`src/rtl/serial_tx.sv`:
```
// Parallel-in, serial-out LSB-first transmitter for the core's output port.
// Each frame is one start bit, DATA_WIDTH data bits and one stop bit.
module serial_tx #(
    parameter int DATA_WIDTH   = 8,
    parameter int CLKS_PER_BIT = 16
) (
    input  logic                  clk,
    input  logic                  clr,
    input  logic [DATA_WIDTH-1:0] tx_data,
    input  logic                  tx_valid,
    output logic                  tx_ready,
    output logic                  tx_serial,
    output logic                  busy
);

    localparam int BW = (CLKS_PER_BIT > 1) ? $clog2(CLKS_PER_BIT) : 1;
    localparam int CW = $clog2(DATA_WIDTH + 1);
    localparam logic [BW-1:0] BAUD_MAX = BW'(CLKS_PER_BIT - 1);
    localparam logic [CW-1:0] LAST_BIT = CW'(DATA_WIDTH - 1);

    typedef enum logic [1:0] {
        IDLE  = 2'd0,
        START = 2'd1,
        DATA  = 2'd2,
        STOP  = 2'd3
    } state_t;

    state_t                state_q, state_d;
    logic [DATA_WIDTH-1:0] shreg_q, shreg_d;
    logic [CW-1:0]         bitcnt_q, bitcnt_d;
    logic [BW-1:0]         baud_q, baud_d;
    logic                  txs_q, txs_d;
    logic                  baud_end;
    logic                  accept;

    assign baud_end  = (baud_q == BAUD_MAX);
    assign tx_ready  = (state_q == IDLE) || ((state_q == STOP) && baud_end);
    assign busy      = (state_q != IDLE);
    assign accept    = tx_valid && tx_ready;
    assign tx_serial = txs_q;

    always_ff @(posedge clk or negedge clr) begin
        if (!clr) begin
            state_q  <= IDLE;
            shreg_q  <= '0;
            bitcnt_q <= '0;
            baud_q   <= '0;
            txs_q    <= 1'b1;
        end else begin
            state_q  <= state_d;
            shreg_q  <= shreg_d;
            bitcnt_q <= bitcnt_d;
            baud_q   <= baud_d;
            txs_q    <= txs_d;
        end
    end

    always_comb begin
        state_d  = state_q;
        shreg_d  = shreg_q;
        bitcnt_d = bitcnt_q;
        baud_d   = '0;
        txs_d    = 1'b1;

        if (state_q != IDLE) begin
            baud_d = baud_end ? '0 : baud_q + 1'b1;
        end

        unique case (state_q)
            IDLE: begin
            end
            START: begin
                if (baud_end) begin
                    state_d = DATA;
                end
            end
            DATA: begin
                if (baud_end) begin
                    shreg_d  = shreg_q >> 1;
                    bitcnt_d = bitcnt_q + 1'b1;
                    if (bitcnt_q == LAST_BIT) begin
                        state_d = STOP;
                    end
                end
            end
            STOP: begin
                if (baud_end) begin
                    state_d = IDLE;
                end
            end
            default: state_d = IDLE;
        endcase

        // Accept in the last stop cycle restarts directly with no idle gap.
        if (accept) begin
            state_d  = START;
            shreg_d  = tx_data;
            bitcnt_d = '0;
            baud_d   = '0;
        end

        // The line flop tracks the next state so it stays aligned with it.
        if (state_d == START) begin
            txs_d = 1'b0;
        end else if (state_d == DATA) begin
            txs_d = shreg_d[0];
        end else begin
            txs_d = 1'b1;
        end
    end

endmodule

```
`config.mk`:
```
export PLATFORM = sky130hd
export DESIGN_NAME = serial_tx
export DESIGN_NICKNAME = d
export VERILOG_FILES = /design/src/rtl/serial_tx.sv
export SDC_FILE = /design/constraint.sdc
export NUM_CORES = 1
export LEC_CHECK = 0
export CORE_UTILIZATION = 41
export CTS_BUF_LIST = sky130_fd_sc_hd__clkbuf_8
export CTS_CLUSTER_SIZE = 40
export DETAILED_ROUTE_END_ITERATION = 8
export SYNTH_ARGS = -nofsm -noshare
export SYNTH_HDL_FRONTEND = slang
export SYNTH_SLANG_ARGS = --single-unit
export TNS_END_PERCENT = 20
```
`constraint.sdc`:
```
create_clock -name clk -period 1.8 [get_ports clk]
set_input_delay 0.18 -clock clk [delete_from_list [all_inputs] [get_ports clk]]
set_output_delay 0.18 -clock clk [all_outputs]
set_load 0.01 [all_outputs]
```
==> results of run 1 <==
-- layout by cell type (no fill, tap or decap), drive strengths merged, types with 2 or more instances in the layout --
master,synthesis,routed
and3,2,2
clkbuf,0,3
a211oi,2,2
buf,4,6
o21bai,2,2
nor2,7,7
clkdlybuf4s50,0,12
a31oi,2,2
nor3b,2,2
nand2,4,4
o21ai,4,4
xnor2,4,4
a222oi,6,6
dfrtp,18,18
inv,9,10
nand3,3,3
nor3,2,2
ha,2,2
a21oi,2,2
-- metal layers --
metal	vias to the layer above	share of wire
met5	-	0
met4	0	0.023
met3	5	0.046
met2	21	0.47
met1	379	0.46
li1	361	-
-- logic make-up after synthesis --
logic type      after synthesis  synth area share
simple gates                 24             0.162
buf+inv                      13            0.0655
compound gates               24             0.220
fa+ha+maj                     3            0.0365
xor+xnor                      4            0.0353
flops                        19             0.480
-- final timing paths --
kind / end / startpoint / slack (ns)
setup reg to reg: shreg_q[2] / baud_q[0] / 0.16
max in group asynchronous: bitcnt_q[1] / clr / 1.08
hold reg to reg: shreg_q[4] / shreg_q[5] / 0.49
setup / recovery: shreg_q[2] / baud_q[0] / 0.16
hold / removal: state_q[0] / clr / 0.21
min in group clk: shreg_q[0] / tx_data[0] / 0.47
-- stage by stage --
| stage | util | power [uW] | hold WS [ns] |
|---|---|---|---|
| 4_1_cts | 0.541 | 1750 | 0.215 |
| 2_1_floorplan | - | 1260 | -0.116 |
| 6_report | 0.541 | 1740 | 0.209 |
| 3_5_place_dp | 0.520 | 1460 | 0.481 |
| 3_3_place_gp | 0.520 | 1450 | 0.467 |
| 5_1_grt | 0.541 | 1880 | 0.226 |
-- final cells by class --
type                            count  share of cell area
Sequential cell                    19               0.391
Clock buffer                        3              0.0339
Multi-Input combinational cell     55               0.373
Clock inverter                      1             0.00308
Timing Repair Buffer               19               0.143
Inverter                            9              0.0277
Tap cell                           28              0.0287
-- registers in the layout (all words and copies together), names as in the netlist --
name and count:
baud_q 4, state_q 2, tx_serial 1, bitcnt_q 4, shreg_q 8
-- power by group --
part	internal, uW	leakage, uW	switching (uW)
Clock	152	0.0000269	138
Sequential	613	0.000235	152
Combinational	361	0.000318	328
Total	1130	0.000579	618
-- worst max-delay path, cell delays in order (launching register included) --
cell	delay, ns
sky130_fd_sc_hd__dfrtp_1	0.39
sky130_fd_sc_hd__ha_2	0.25
sky130_fd_sc_hd__and3_1	0.33
sky130_fd_sc_hd__a31oi_4	0.18
sky130_fd_sc_hd__a222oi_1	0.31
sky130_fd_sc_hd__inv_1	0.07
-- Yosys cell counts, drive strengths merged --
library cell,count,area (um^2)
a21o,1,7.51
o21ai,4,20.0
and3,2,17.5
nand2,4,15.0
inv,9,33.8
a311oi,1,8.76
nand4,1,12.5
a221o,1,10.0
nand3,3,15.0
dfrtp,18,450
o211ai,1,12.5
dfstp,1,26.3
o21bai,2,26.3
a22o,1,8.76
nand4b,1,23.8
nor2,7,33.8
buf,4,31.3
nor3b,2,20.0
nand3b,1,7.51
maj3,1,11.3
a31oi,2,27.5
a211oi,2,20.0
xnor2,4,35.0
nand2b,1,6.26
nor3,2,10.0
a222oi,6,60.1
ha,2,25.0
a21oi,2,10.0
a21boi,1,7.51
==> Implementation_results.wiki, run 1 <==
{| class="wikitable"
! Metric !! Value
|-
| M1 GR Usage || 0.205
|-
| Count of unresolved DRC violations after routing || 0
|-
| Cell area after synthesis || roughly 990 um^2
|-
| Average via count per standard cell || 5.72
|-
| Critical path class || register to register
|-
| Post-detailed-route wirelength per cell || 13.8 um
|-
| Clock input transition at the sequential cells of the worst setup and hold paths || ~0.07 ns
|-
| Largest net degree at the start of global routing || 14
|-
| Final period util || 0.913
|-
| Combined area of the multi-input logic cells || 454 um^2
|-
| Cell area after layout || 1220 um^2
|-
| Required @ worst endpoint || 1.94 ns
|-
| Outcome || completed
|-
| TritonCTS clock tree || built
|-
| Final critical-path setup slack || 0.157 ns
|-
| Tightest slew margin relative to the limit || 0.740
|-
| Signal arrival time at the worst endpoint || 1.78 ns
|-
| Final net count || 120
|-
| Count of boundary I/O pins || 14
|-
| Inserted Diodes || 0
|-
| Final WL || 1850 um
|-
| Min-delay worst type || primary input to async pin
|-
| Busiest metal layer after global routing || met2
|-
| Final Hold Vio Count || 0
|-
| Dpl hpwl || 1390 um
|-
| Setup TNS || 0 ns
|-
| Number of core rows || 17
|-
| Post-synthesis register bit count || 19
|-
| Leakage component of the power || 0.000579 uW
|-
| Highest net fanout along the worst path || 7
|-
| Final cell count without fillers || between 100 and 150
|-
| Footprint of the flip-flops and latches || 477 um^2
|-
| Vias after detailed routing || 766
|-
| Source-to-sink clock delay at the later pin of the worst-skew pair || 0.25 ns
|-
| Syn Nets || 100
|-
| Number of standard cells after synthesis || just under 90
|-
| Placer's final routability congestion estimate || 0.768
|-
| Worst slack at placement || 0.119 ns
|-
| Met3 Usage GRT || 0.0357
|-
| Power per standard cell area || 1430 nW/um^2
|-
| Final Max Slew Viols || 0
|-
| Effective utilization at floorplan || 0.441
|-
| Post-cts gate resize count || 2
|-
| RSZ-0062 raised after global routing || false
|-
| Number of search-and-repair iterations in the first detailed-routing pass || 5
|-
| Buffers inserted by post-CTS timing repair || 0
|-
| Starting DRC count in detailed routing || 39
|-
| Max cap viols || 0
|-
| Hold buffers post-CTS || 0
|-
| CP startpoint kind || register
|-
| Vias in the first global route || 733
|-
| Total of fill cells in the finished design || 224
|-
| Width of the chip || 51.2 um
|-
| Number of nets with antenna violations after detailed routing || 0
|-
| Leftover overflow at the end of global routing || 0
|-
| Ratio of cells with drive above 1 in the final layout || 0.208
|-
| Worst Tran Pin Value || 0.389 ns
|-
| Floorplan Core Area || 2250 um^2
|-
| Final clock skew || approximately 0.00061 ns
|-
| Critical Path End Type || register
|-
| Cell count after placement || 130
|-
| H-Tree Depth || 1
|-
| Largest buffer count on any clock path || 2
|-
| Final setup violating endpoints || 0
|-
| Wire length of the first global-routing pass || 3230 um
|-
| Maximum operating frequency || between 600 and 700 MHz
|-
| Height of the chip || around 51 um
|-
| Aggregate global-route resource usage || 0.172
|-
| Sequential element share of the synthesized area || 0.480
|-
| Average cell area after synthesis || 11.4 um^2
|-
| Number of distinct standard cells referenced by the synthesized netlist || 39
|-
| VDD IR max || 699 uV
|-
| Port Buffers || 13
|-
| Met2 Resource Use GR || 0.285
|-
| Final Critical Period || 1.64 ns
|-
| Number of antenna violations at the first check in global routing || 0
|-
| Synth-to-layout area growth || 22.7%
|-
| Standard cell area after detailed placement || 1170 um^2
|-
| Number of clock sinks seen by CTS || 19
|-
| Clock Root Buffer || sky130_fd_sc_hd__clkbuf_8
|-
| TritonCTS Buffers || 3
|-
| Warning count from the yosys run || 0
|-
| Worst r2r path cells || 5
|-
| Area of the die || ~2600 um^2
|}
(Power assumes the default switching activity.)
==> run 2: changes to the inputs <==
--- a/config.mk
+++ b/config.mk
@@ -9,6 +9,7 @@
 export CTS_BUF_LIST = sky130_fd_sc_hd__clkbuf_8
 export CTS_CLUSTER_SIZE = 40
 export DETAILED_ROUTE_END_ITERATION = 8
+export SKIP_LAST_GASP = 1
 export SYNTH_ARGS = -nofsm -noshare
 export SYNTH_HDL_FRONTEND = slang
 export SYNTH_SLANG_ARGS = --single-unit
==> results of run 2 <==
Final layout, timing and power as in run 1 (identical DEF).
==> run 3: changes to the inputs <==
--- a/config.mk
+++ b/config.mk
@@ -7,6 +7,7 @@
 export LEC_CHECK = 0
 export CORE_UTILIZATION = 41
 export CTS_BUF_LIST = sky130_fd_sc_hd__clkbuf_8
+export CTS_CLUSTER_DIAMETER = 100
 export CTS_CLUSTER_SIZE = 40
 export DETAILED_ROUTE_END_ITERATION = 8
 export SKIP_LAST_GASP = 1
==> results of run 3 <==
Final layout, timing and power as in run 1 (identical DEF).
